File: config.mk
export PLATFORM = sky130hd
export DESIGN_NAME = clk_step_ctrl_flat
export DESIGN_NICKNAME = d
export VERILOG_FILES = /design/src/rtl/clk_step_if.sv /design/src/rtl/clk_step_ctrl.sv /design/src/flat_wrapper.sv
export SDC_FILE = /design/constraint.sdc
export NUM_CORES = 1
export LEC_CHECK = 0
export ABC_AREA = 1
export CAP_MARGIN = 10
export CORE_MARGIN = 5
export CORE_UTILIZATION = 57
export CTS_CLUSTER_SIZE = 24
export DETAILED_ROUTE_END_ITERATION = 12
export GPL_ROUTABILITY_DRIVEN = 1
export PLACE_DENSITY = 0.95
export SLEW_MARGIN = 5
export SYNTH_ARGS = -nofsm -noshare
export SYNTH_HDL_FRONTEND = slang
export SYNTH_SLANG_ARGS = --single-unit
export TNS_END_PERCENT = 10
File: constraint.sdc
create_clock -name clk -period 3.15 [get_ports clk]
set_input_delay 0.4725 -clock clk [delete_from_list [all_inputs] [get_ports clk]]
set_output_delay 0.4725 -clock clk [all_outputs]
set_load 0.01 [all_outputs]
File: src/rtl/clk_step_if.sv
// Handshake/status bundle between the front-panel logic and the CPU clock-step controller.
// The master drives the debounced buttons and switches; the controller answers with the enable and its status.
interface clk_step_if #(
    parameter int CNT_W = 16
);
    logic [3:0]       button_pulse;
    logic [7:0]       SW_OK;
    logic             cpu_en;
    logic [1:0]       state;
    logic             running;
    logic [CNT_W-1:0] step_count;
    logic [5:0]       burst_left;

    modport master (
        output button_pulse, SW_OK,
        input  cpu_en, state, running, step_count, burst_left
    );

    modport slave (
        input  button_pulse, SW_OK,
        output cpu_en, state, running, step_count, burst_left
    );
endinterface

File: src/rtl/clk_step_ctrl.sv
// CPU clock-step controller: single step, free run and counted bursts at a
// power-of-two prescaled rate. It emits a one-cycle registered enable per step.
//
// state  | meaning
// HALT   | idle, waiting for a step, run or burst button
// STEP   | one enable is issued on the next edge, then back to HALT
// RUN    | enables every L+1 cycles until the run/halt toggle
// BURST  | like RUN, but stops by itself after burst_left enables
module clk_step_ctrl #(
    parameter int CNT_W = 16
) (
    input  logic       clk,
    input  logic       rst,
    clk_step_if.slave  bus
);
    typedef enum logic [1:0] {
        S_HALT  = 2'b00,
        S_STEP  = 2'b01,
        S_RUN   = 2'b10,
        S_BURST = 2'b11
    } state_t;

    state_t           state_q, state_nxt;
    logic [6:0]       presc_q, presc_nxt;
    logic [6:0]       rate_q, rate_nxt;
    logic [5:0]       left_q, left_nxt;
    logic             en_q, en_nxt;
    logic [CNT_W-1:0] cnt_q, cnt_nxt;
    logic [7:0]       rate_pow;
    logic [6:0]       rate_sel;

    logic btn_step, btn_tog, btn_burst, btn_clr;
    assign btn_step  = bus.button_pulse[0];
    assign btn_tog   = bus.button_pulse[1];
    assign btn_burst = bus.button_pulse[2];
    assign btn_clr   = bus.button_pulse[3];

    // 2^R - 1 computed in 8 bits so R=7 yields 127 rather than wrapping
    assign rate_pow = (8'd1 << bus.SW_OK[2:0]) - 8'd1;
    assign rate_sel = rate_pow[6:0];

    always_ff @(posedge clk) begin
        if (rst) begin
            state_q <= S_HALT;
            presc_q <= '0;
            rate_q  <= '0;
            left_q  <= '0;
            en_q    <= 1'b0;
            cnt_q   <= '0;
        end else begin
            state_q <= state_nxt;
            presc_q <= presc_nxt;
            rate_q  <= rate_nxt;
            left_q  <= left_nxt;
            en_q    <= en_nxt;
            cnt_q   <= cnt_nxt;
        end
    end

    always_comb begin
        state_nxt = state_q;
        presc_nxt = presc_q;
        rate_nxt  = rate_q;
        left_nxt  = left_q;
        en_nxt    = 1'b0;
        cnt_nxt   = cnt_q;

        case (state_q)
            S_HALT: begin
                if (btn_tog) begin
                    state_nxt = S_RUN;
                    rate_nxt  = rate_sel;
                    presc_nxt = '0;
                end else if (btn_burst) begin
                    state_nxt = S_BURST;
                    rate_nxt  = rate_sel;
                    presc_nxt = '0;
                    left_nxt  = {1'b0, bus.SW_OK[7:3]} + 6'd1;
                end else if (btn_step) begin
                    state_nxt = S_STEP;
                end
            end
            S_STEP: begin
                en_nxt    = 1'b1;
                state_nxt = S_HALT;
            end
            S_RUN, S_BURST: begin
                if (btn_tog) begin
                    // the stop request wins over an enable due on the same edge
                    state_nxt = S_HALT;
                    presc_nxt = '0;
                    left_nxt  = '0;
                end else if (presc_q == rate_q) begin
                    en_nxt    = 1'b1;
                    presc_nxt = '0;
                    if (state_q == S_BURST) begin
                        if (left_q <= 6'd1) begin
                            left_nxt  = '0;
                            state_nxt = S_HALT;
                        end else begin
                            left_nxt = left_q - 6'd1;
                        end
                    end
                end else begin
                    presc_nxt = presc_q + 7'd1;
                end
            end
        endcase

        if (en_nxt) cnt_nxt = cnt_q + 1'b1;
        if (btn_clr) cnt_nxt = '0;
    end

    assign bus.cpu_en     = en_q;
    assign bus.state      = state_q;
    assign bus.running    = state_q[1];
    assign bus.step_count = cnt_q;
    assign bus.burst_left = left_q;
endmodule

File: src/flat_wrapper.sv
// flat-port wrapper written by rule: the top's interface ports become plain ports
module clk_step_ctrl_flat 
#(
    parameter int CNT_W = 16
)
  (clk, rst, bus_button_pulse, bus_SW_OK, bus_cpu_en, bus_state, bus_running, bus_step_count, bus_burst_left);
  clk_step_if #(.CNT_W(CNT_W)) bus_i ();
  input  logic clk;
  input  logic rst;
  input wire logic [$bits(bus_i.button_pulse)-1:0] bus_button_pulse;
  input wire logic [$bits(bus_i.SW_OK)-1:0] bus_SW_OK;
  output wire logic [$bits(bus_i.cpu_en)-1:0] bus_cpu_en;
  output wire logic [$bits(bus_i.state)-1:0] bus_state;
  output wire logic [$bits(bus_i.running)-1:0] bus_running;
  output wire logic [$bits(bus_i.step_count)-1:0] bus_step_count;
  output wire logic [$bits(bus_i.burst_left)-1:0] bus_burst_left;
  assign bus_i.button_pulse = bus_button_pulse;
  assign bus_i.SW_OK = bus_SW_OK;
  assign bus_cpu_en = bus_i.cpu_en;
  assign bus_state = bus_i.state;
  assign bus_running = bus_i.running;
  assign bus_step_count = bus_i.step_count;
  assign bus_burst_left = bus_i.burst_left;
  clk_step_ctrl #(.CNT_W(CNT_W)) u_core (.clk(clk), .rst(rst), .bus(bus_i));
endmodule
==> run_results.csv, run 1 <==
group,metric,value,unit
cts,insertion_delay,0.30,ns
synthesis,yosys.area_share.adder,3.22,%
placement,dpl.hpwl,4.17,mm
global_routing,grt-ovfl-total,0,
setup_path,rr_worst_depth,5,
routing,num_vias,2367,
synthesis,synth_cells,356,
setup_path,r2r_slack,1.15,ns
floorplan,die_y,74.0,um
cts,postCtsHoldBufs,0,
synthesis,yosys.area_share.simple,34.7,%
setup_path,slowest_stage,"dfxtp_1",
floorplan,core,3970,um^2
setup_path,cp_top_family,"flip-flops",
setup_path,crit_cells,1,
setup_path,crit_chain,"clkdlybuf4s50_1",
cts,tritoncts,"done",
synthesis,synth_compound_area_share,12.7,%
timing,max_freq,0.492,GHz
synthesis,synth_seq_cells,39,
synthesis,synth.distinct_cells,31,
synthesis,synthesis.nets,376,
global_routing,grt_use_met1,28.2,%
power_and_ir_drop,p_per_area,527,nW/um^2
routing,post_drt_wl_per_cell,12.7,um
cts,cts_setup_buffers,0,
finish,final_util,71.6,%
routing,dr.pass1.iters,5,
setup_path,worstPathRequired,2.68,ns
finish,instances_no_fill,444,
worst_hold_path,hold_class,"reg2reg",
timing,slew_viol_final,0,
setup_path,worstSetupPathType,"reg2out",
timing,hold_viol,0,
routing,vias_per_cell,5.33,
synthesis,mappedNetlistArea,2330,um^2
setup_path,cpPeakStageDelay,0.63,ns
floorplan,die_area,5470,um^2
cts,h-tree-depth,2,
timing,max_slew_margin,67.3,%
placement,io_buffers,39,
timing,rsz0062_at_grt,"no",
cts,clkTransAtPathRegs,0.08,ns
power_and_ir_drop,irDropWorstVdd,0.326,mV
global_routing,gr-usage-met3,4.05,%
floorplan,start_util,58.7,%
routing,drc,0,
timing,final.min_clock_period,2.03,ns
routing,ant_nets,0,
synthesis,avgSynthCellArea,6.55,um^2
timing,report.final.setup_viol,0,
cts,cts_root_buffer,"clkbuf_8",
finish,diodes,0,
run,drv_cap,0,
worst_hold_path,holdPathStages,2,
synthesis,yosysWarnings,0,
timing,fin_hold_ws,0.490,ns
setup_path,r2r-end,"u_core.bus.step_count[6]",
placement,place_ws,1.05,ns
synthesis,synth_xor_area_share,6.38,%
timing,skew,0.00551,ns
setup_path,arrival,1.56,ns
floorplan,num_rows,23,
routing,routed_wl,5.63,mm
placement,routabilityCongestion,0.926,
global_routing,grt-busiest-layer,"met2",
timing,setup_slack,1.12,ns
setup_path,rr_startpoint,"u_core.bus.state[1]",
floorplan,pin_count,40,
cts,cts.sinks,39,
global_routing,grt_first_pass_wirelength,9.63,mm
cts,clk_path_buf_depth,2,
placement,dpl.cell_count,436,
timing,period_share,64.5,%
cts,cts_buffers,5,
power_and_ir_drop,p_leak,0.00112,uW
routing,drt_iter0_markers,209,
worst_hold_path,holdPathEnd,"u_core.rate_q[0]",
cts,ctsResizeCount,0,
finish,syn_to_final_growth,21.9,%
setup_path,timing.critical_path.buf_inv,1,
setup_path,start_kind,"register",
outcome,outcome,"completed",
setup_path,path_max_fanout,11,
global_routing,globalRouteTotalUtil,22.4,%
synthesis,yosys-mux-area-fraction,0,%
synthesis,synth_top_family_by_area,"simple AND/OR/NAND/NOR gates",
global_routing,antenna_found_initial,0,
global_routing,grt_pass1_vias,2165,
worst_hold_path,hp-start,"u_core.rate_q[0]",
floorplan,die_x,74.0,um
finish,drive_gt1_share,5.84,%
global_routing,grt_max_degree,21,
synthesis,yosysSeqAreaShare,33.5,%
finish,num-nets-final,413,
timing,tightestPinTransition,0.489,ns
timing,tns,0,ns
global_routing,grt_use_met2,38.6,%
setup_path,end_kind,"output port",
==> metal layers <==
metal / wire length [um] / part of all wire (%)
met5: 0 / 0
met3: 269 / 4.8
met4: 102 / 1.8
met1: 2450 / 44
met2: 2810 / 50
==> where the power goes <==
part | switching [uW] | leakage (uW) | internal, uW
Sequential | 57.4 | 0.000318 | 541
Combinational | 282 | 0.000740 | 181
Clock | 180 | 0.0000612 | 256
==> Yosys cell counts <==
master	instances	area, um^2
a21boi_0	1	7.51
a21oi_1	32	160
a31o_2	1	8.76
buf_1	2	7.51
buf_2	2	10.0
buf_4	2	15.0
buf_6	2	22.5
clkbuf_1	1	3.75
dfxtp_1	39	781
ha_1	6	75.1
inv_1	41	154
inv_2	3	11.3
nand2_1	82	308
nand2_2	3	18.8
nand3_1	38	190
nand3_2	1	10.0
nand3_4	1	17.5
nand4_1	1	6.26
nor2_1	46	173
nor2_2	3	18.8
nor2_4	1	11.3
nor3_1	11	55.1
o211ai_1	1	7.51
o21ai_0	14	70.1
o21ai_1	1	5.00
o21ai_2	1	8.76
o21bai_2	1	11.3
o22ai_1	1	6.26
o32a_1	1	10.0
xnor2_1	7	61.3
xor2_1	10	87.6
==> worst max-delay path by stage <==
stage,from,to,slack [ns]
floorplan,u_core.bus.burst_left[0],u_core.bus.burst_left[2],1.68
global placement,bus_button_pulse[1],u_core.presc_q[5],1.12
detailed placement,bus_button_pulse[1],u_core.presc_q[2],1.05
CTS,u_core.bus.state[1],bus_running,1.14
global route,u_core.bus.state[1],u_core.bus.step_count[6],0.98
finish,u_core.bus.state[1],bus_state[1],1.12
==> per-stage QoR <==
step	power, uW	instance area, um^2
after floorplan	931	2330
after global placement	1040	2730
after detailed placement	1060	2730
after CTS	1500	2840
after global routing	1580	2840
final	1500	2840
==> cell type report <==
type | count | area [um^2]
Multi-Input combinational cell | 264 | 1330
Clock inverter | 2 | 35.0
Sequential cell | 39 | 781
Fill cell | 323 | 1130
Clock buffer | 6 | 82.6
Inverter | 44 | 165
Tap cell | 50 | 62.6
Timing Repair Buffer | 39 | 390
==> layout by cell type (no fill, tap or decap) <==
cell type and n:
clkdlybuf4s50_1 39, xnor2_1 7, nand3_4 1, xor2_1 10, nand3_1 38, bufinv_16 1, nor2_1 46, nand2_1 82
dfxtp_1 39, clkbuf_8 6, clkinv_2 1, o211ai_1 1, o21bai_2 1, inv_1 41, o32a_1 1, nor2_4 1
inv_2 3, nor3_1 11, nand2_2 3, a21boi_0 1, a31o_2 1, a21oi_1 32, nand3_2 1, nor2_2 3
nand4_1 1, o22ai_1 1, o21ai_2 1, o21ai_0 14, ha_1 6, o21ai_1 1
==> registers in the layout, summed over array words and instances, names as in the netlist <==
register / cells
u_core.bus.burst_left: 6
u_core.bus.state: 2
u_core.rate_q: 7
u_core.presc_q: 7
u_core.bus.cpu_en: 1
u_core.bus.step_count: 16
==> kinds of logic (layout without fill, tap and decap cells) <==
kind of cell | count (synthesis) | count (layout)
flip-flops | 39 | 39
buffers and inverters | 53 | 91
XOR/XNOR | 17 | 17
adder cells (fa/ha/maj) | 6 | 6
AO/OA/AOI/OAI | 54 | 54
AND/OR/NAND/NOR | 187 | 187
(Power assumes the default switching activity.)
==> inputs of run 2 (changes only) <==
Settings changed: CORE_UTILIZATION 57 to 53, PLACE_DENSITY 0.95 to 0.9.
Clock period 3.15 ns to 1.9 ns, I/O delays scaled along.
==> run 2 against run 1 <==
  * Via count up 3.9%
  * Die area up 6.5%
  * Worst setup slack got worse by 0.89 ns
  * Clock skew rose by 0.0076 ns
  * Critical path depth is 8 higher
  * Sequential power grew 63%
  * Routed wire length increased by 1.7%
  * Sequential share of layout area fell by 0.69 points
  * Combinational power increased by 76%
  * Largest power group unchanged
  * Highest routed layer unchanged
==> run_results.csv, run 2 (synthesized netlist as in run 1, its figures left out) <==
group,metric,value,unit
timing,rsz0062_at_grt,"no",
floorplan,start_util,53.9,%
cts,cts_setup_buffers,0,
cts,h-tree-depth,2,
routing,drc,0,
power_and_ir_drop,p_clk_share,31.6,%
worst_hold_path,hold_class,"reg2reg",
routing,num_vias,2459,
floorplan,pin_count,40,
setup_path,worstSetupPathType,"reg2reg",
routing,routed_wl,5.73,mm
global_routing,grt-ovfl-total,0,
run,drv_cap,0,
timing,hold_viol,0,
placement,routabilityCongestion,0.941,
timing,slew_viol_final,0,
routing,wl_met2,2.86,mm
global_routing,globalRouteTotalUtil,19.3,%
routing,drt-met1-wl,2.40,mm
routing,drt_iter0_markers,211,
setup_path,slowest_stage,"dfxtp_1",
floorplan,num_rows,24,
power_and_ir_drop,seq_power_share,37.3,%
global_routing,grt_first_pass_wirelength,9.65,mm
setup_path,arrival,1.91,ns
floorplan,die_area,5830,um^2
finish,largest_reg_flops,16,
global_routing,grt_max_degree,21,
cts,insertion_delay,0.30,ns
floorplan,core,4320,um^2
placement,place_ws,0.102,ns
power_and_ir_drop,switchingPower,873,uW
finish,diodes,0,
power_and_ir_drop,internal-power,1750,uW
cts,cts_buffers,5,
routing,vias_per_cell,5.43,
timing,max_slew_margin,74.8,%
timing,tightestPinTransition,0.378,ns
timing,tns,0,ns
power_and_ir_drop,p_per_area,899,nW/um^2
cts,clk_path_buf_depth,2,
cts,clkTransAtPathRegs,0.09,ns
routing,ant_nets,0,
finish,num-nets-final,420,
cts,tritoncts,"done",
power_and_ir_drop,p_leak,0.00116,uW
placement,io_buffers,39,
setup_path,start_kind,"register",
setup_path,worstPathRequired,2.14,ns
timing,skew,0.0131,ns
timing,setup_slack,0.231,ns
timing,period_share,87.8,%
setup_path,cpPeakStageDelay,0.38,ns
timing,final.min_clock_period,1.67,ns
routing,dr.pass1.iters,4,
finish,syn_to_final_growth,25.1,%
power_and_ir_drop,combinationalPowerShare,31.1,%
timing,report.final.setup_viol,0,
routing,met3WireLength,324,um
timing,max_freq,0.599,GHz
floorplan,die_y,76.3,um
cts,cts_root_buffer,"clkbuf_8",
power_and_ir_drop,irDropWorstVdd,0.715,mV
power_and_ir_drop,p_sw_share,33.3,%
floorplan,die_x,76.3,um
setup_path,crit_chain,"inv_1 > ha_1 > o211ai_1 > nand2_1 > o21ai_0 > inv_1 > nand3_1 > nand2_1 > nor2_1",
finish,layout_commonest_cell,"nand2_1",
cts,postCtsHoldBufs,0,
global_routing,grt_pass1_vias,2238,
setup_path,end_kind,"register",
placement,dpl.hpwl,4.32,mm
routing,maxUsedRoutingLayer,"met4",
global_routing,antenna_found_initial,0,
cts,cts.sinks,39,
finish,drive_gt1_share,7.48,%
setup_path,path_max_fanout,7,
finish,mostFrequentLayoutCells,"nand2_1, nor2_1, inv_1",
outcome,outcome,"completed",
cts,ctsResizeCount,0,
routing,post_drt_wl_per_cell,12.6,um
-- run 2: cell count changes in the layout (fill, tap and decap cells not counted) --
cell,change
clkinv_2,-1
buf_4,+7
clkbuf_8,-1
clkinvlp_4,+1
bufinv_16,+1
-- run 2: power by group through the flow --
stage	Combinational (uW)	Clock (uW)	Sequential [uW]
final	816	830	978
after global routing	911	875	990
after CTS	811	832	976
after detailed placement	806	0	993
after global placement	772	0	991
after floorplan	548	0	995
-- run 2: worst paths after layout --
check                           start                        to  slack, ns  depth (start not counted)
max          u_core.bus.burst_left[0]  u_core.bus.burst_left[2]       0.23                          9
min                  u_core.rate_q[0]          u_core.rate_q[0]       0.49                          2
max reg2reg  u_core.bus.burst_left[0]  u_core.bus.burst_left[2]       0.23                          9
min reg2reg          u_core.rate_q[0]          u_core.rate_q[0]       0.49                          2
-- run 2: per-stage QoR --
| step | instances | hold WS (ns) | instance area (um^2) | util [%] | power, uW |
|---|---|---|---|---|---|
| floorplan | 356 | 0.354 | 2330 | - | 1540 |
| global placement | 445 | 0.460 | 2780 | 64.3 | 1760 |
| detailed placement | 445 | 0.470 | 2780 | 64.3 | 1800 |
| CTS | 453 | 0.483 | 2920 | 67.5 | 2620 |
| global route | 453 | 0.519 | 2920 | 67.5 | 2780 |
| finish | 453 | 0.485 | 2920 | 67.5 | 2620 |
-- run 2: critical path, delay by kind of cell, from the launching register on --
kind	cells	cell delay (ns)
flops	1	0.38
simple gates	4	0.38
compound gates	2	0.42
buf+inv	2	0.19
fa+ha+maj	1	0.25
-- run 2: layout make-up --
| type | count | area (um^2) |
|---|---|---|
| Sequential cell | 39 | 781 |
| Clock buffer | 5 | 68.8 |
| Fill cell | 353 | 1410 |
| Clock inverter | 3 | 67.6 |
| Inverter | 44 | 165 |
| Multi-Input combinational cell | 264 | 1330 |
| Tap cell | 52 | 65.1 |
| Timing Repair Buffer | 46 | 443 |
-- run 2: per-layer routing --
layer / vias to the layer above / GRT usage [%]
met5: - / 0
met4: 0 / 10.3
met3: 16 / 3.55
met2: 81 / 32.5
met1: 1130 / 23.1
li1: 1232 / -
==> inputs of run 3 (changes only) <==
Settings changed: SLEW_MARGIN 5 to 20.
==> results of run 3 <==
Final layout, timing and power as in run 2 (identical DEF).
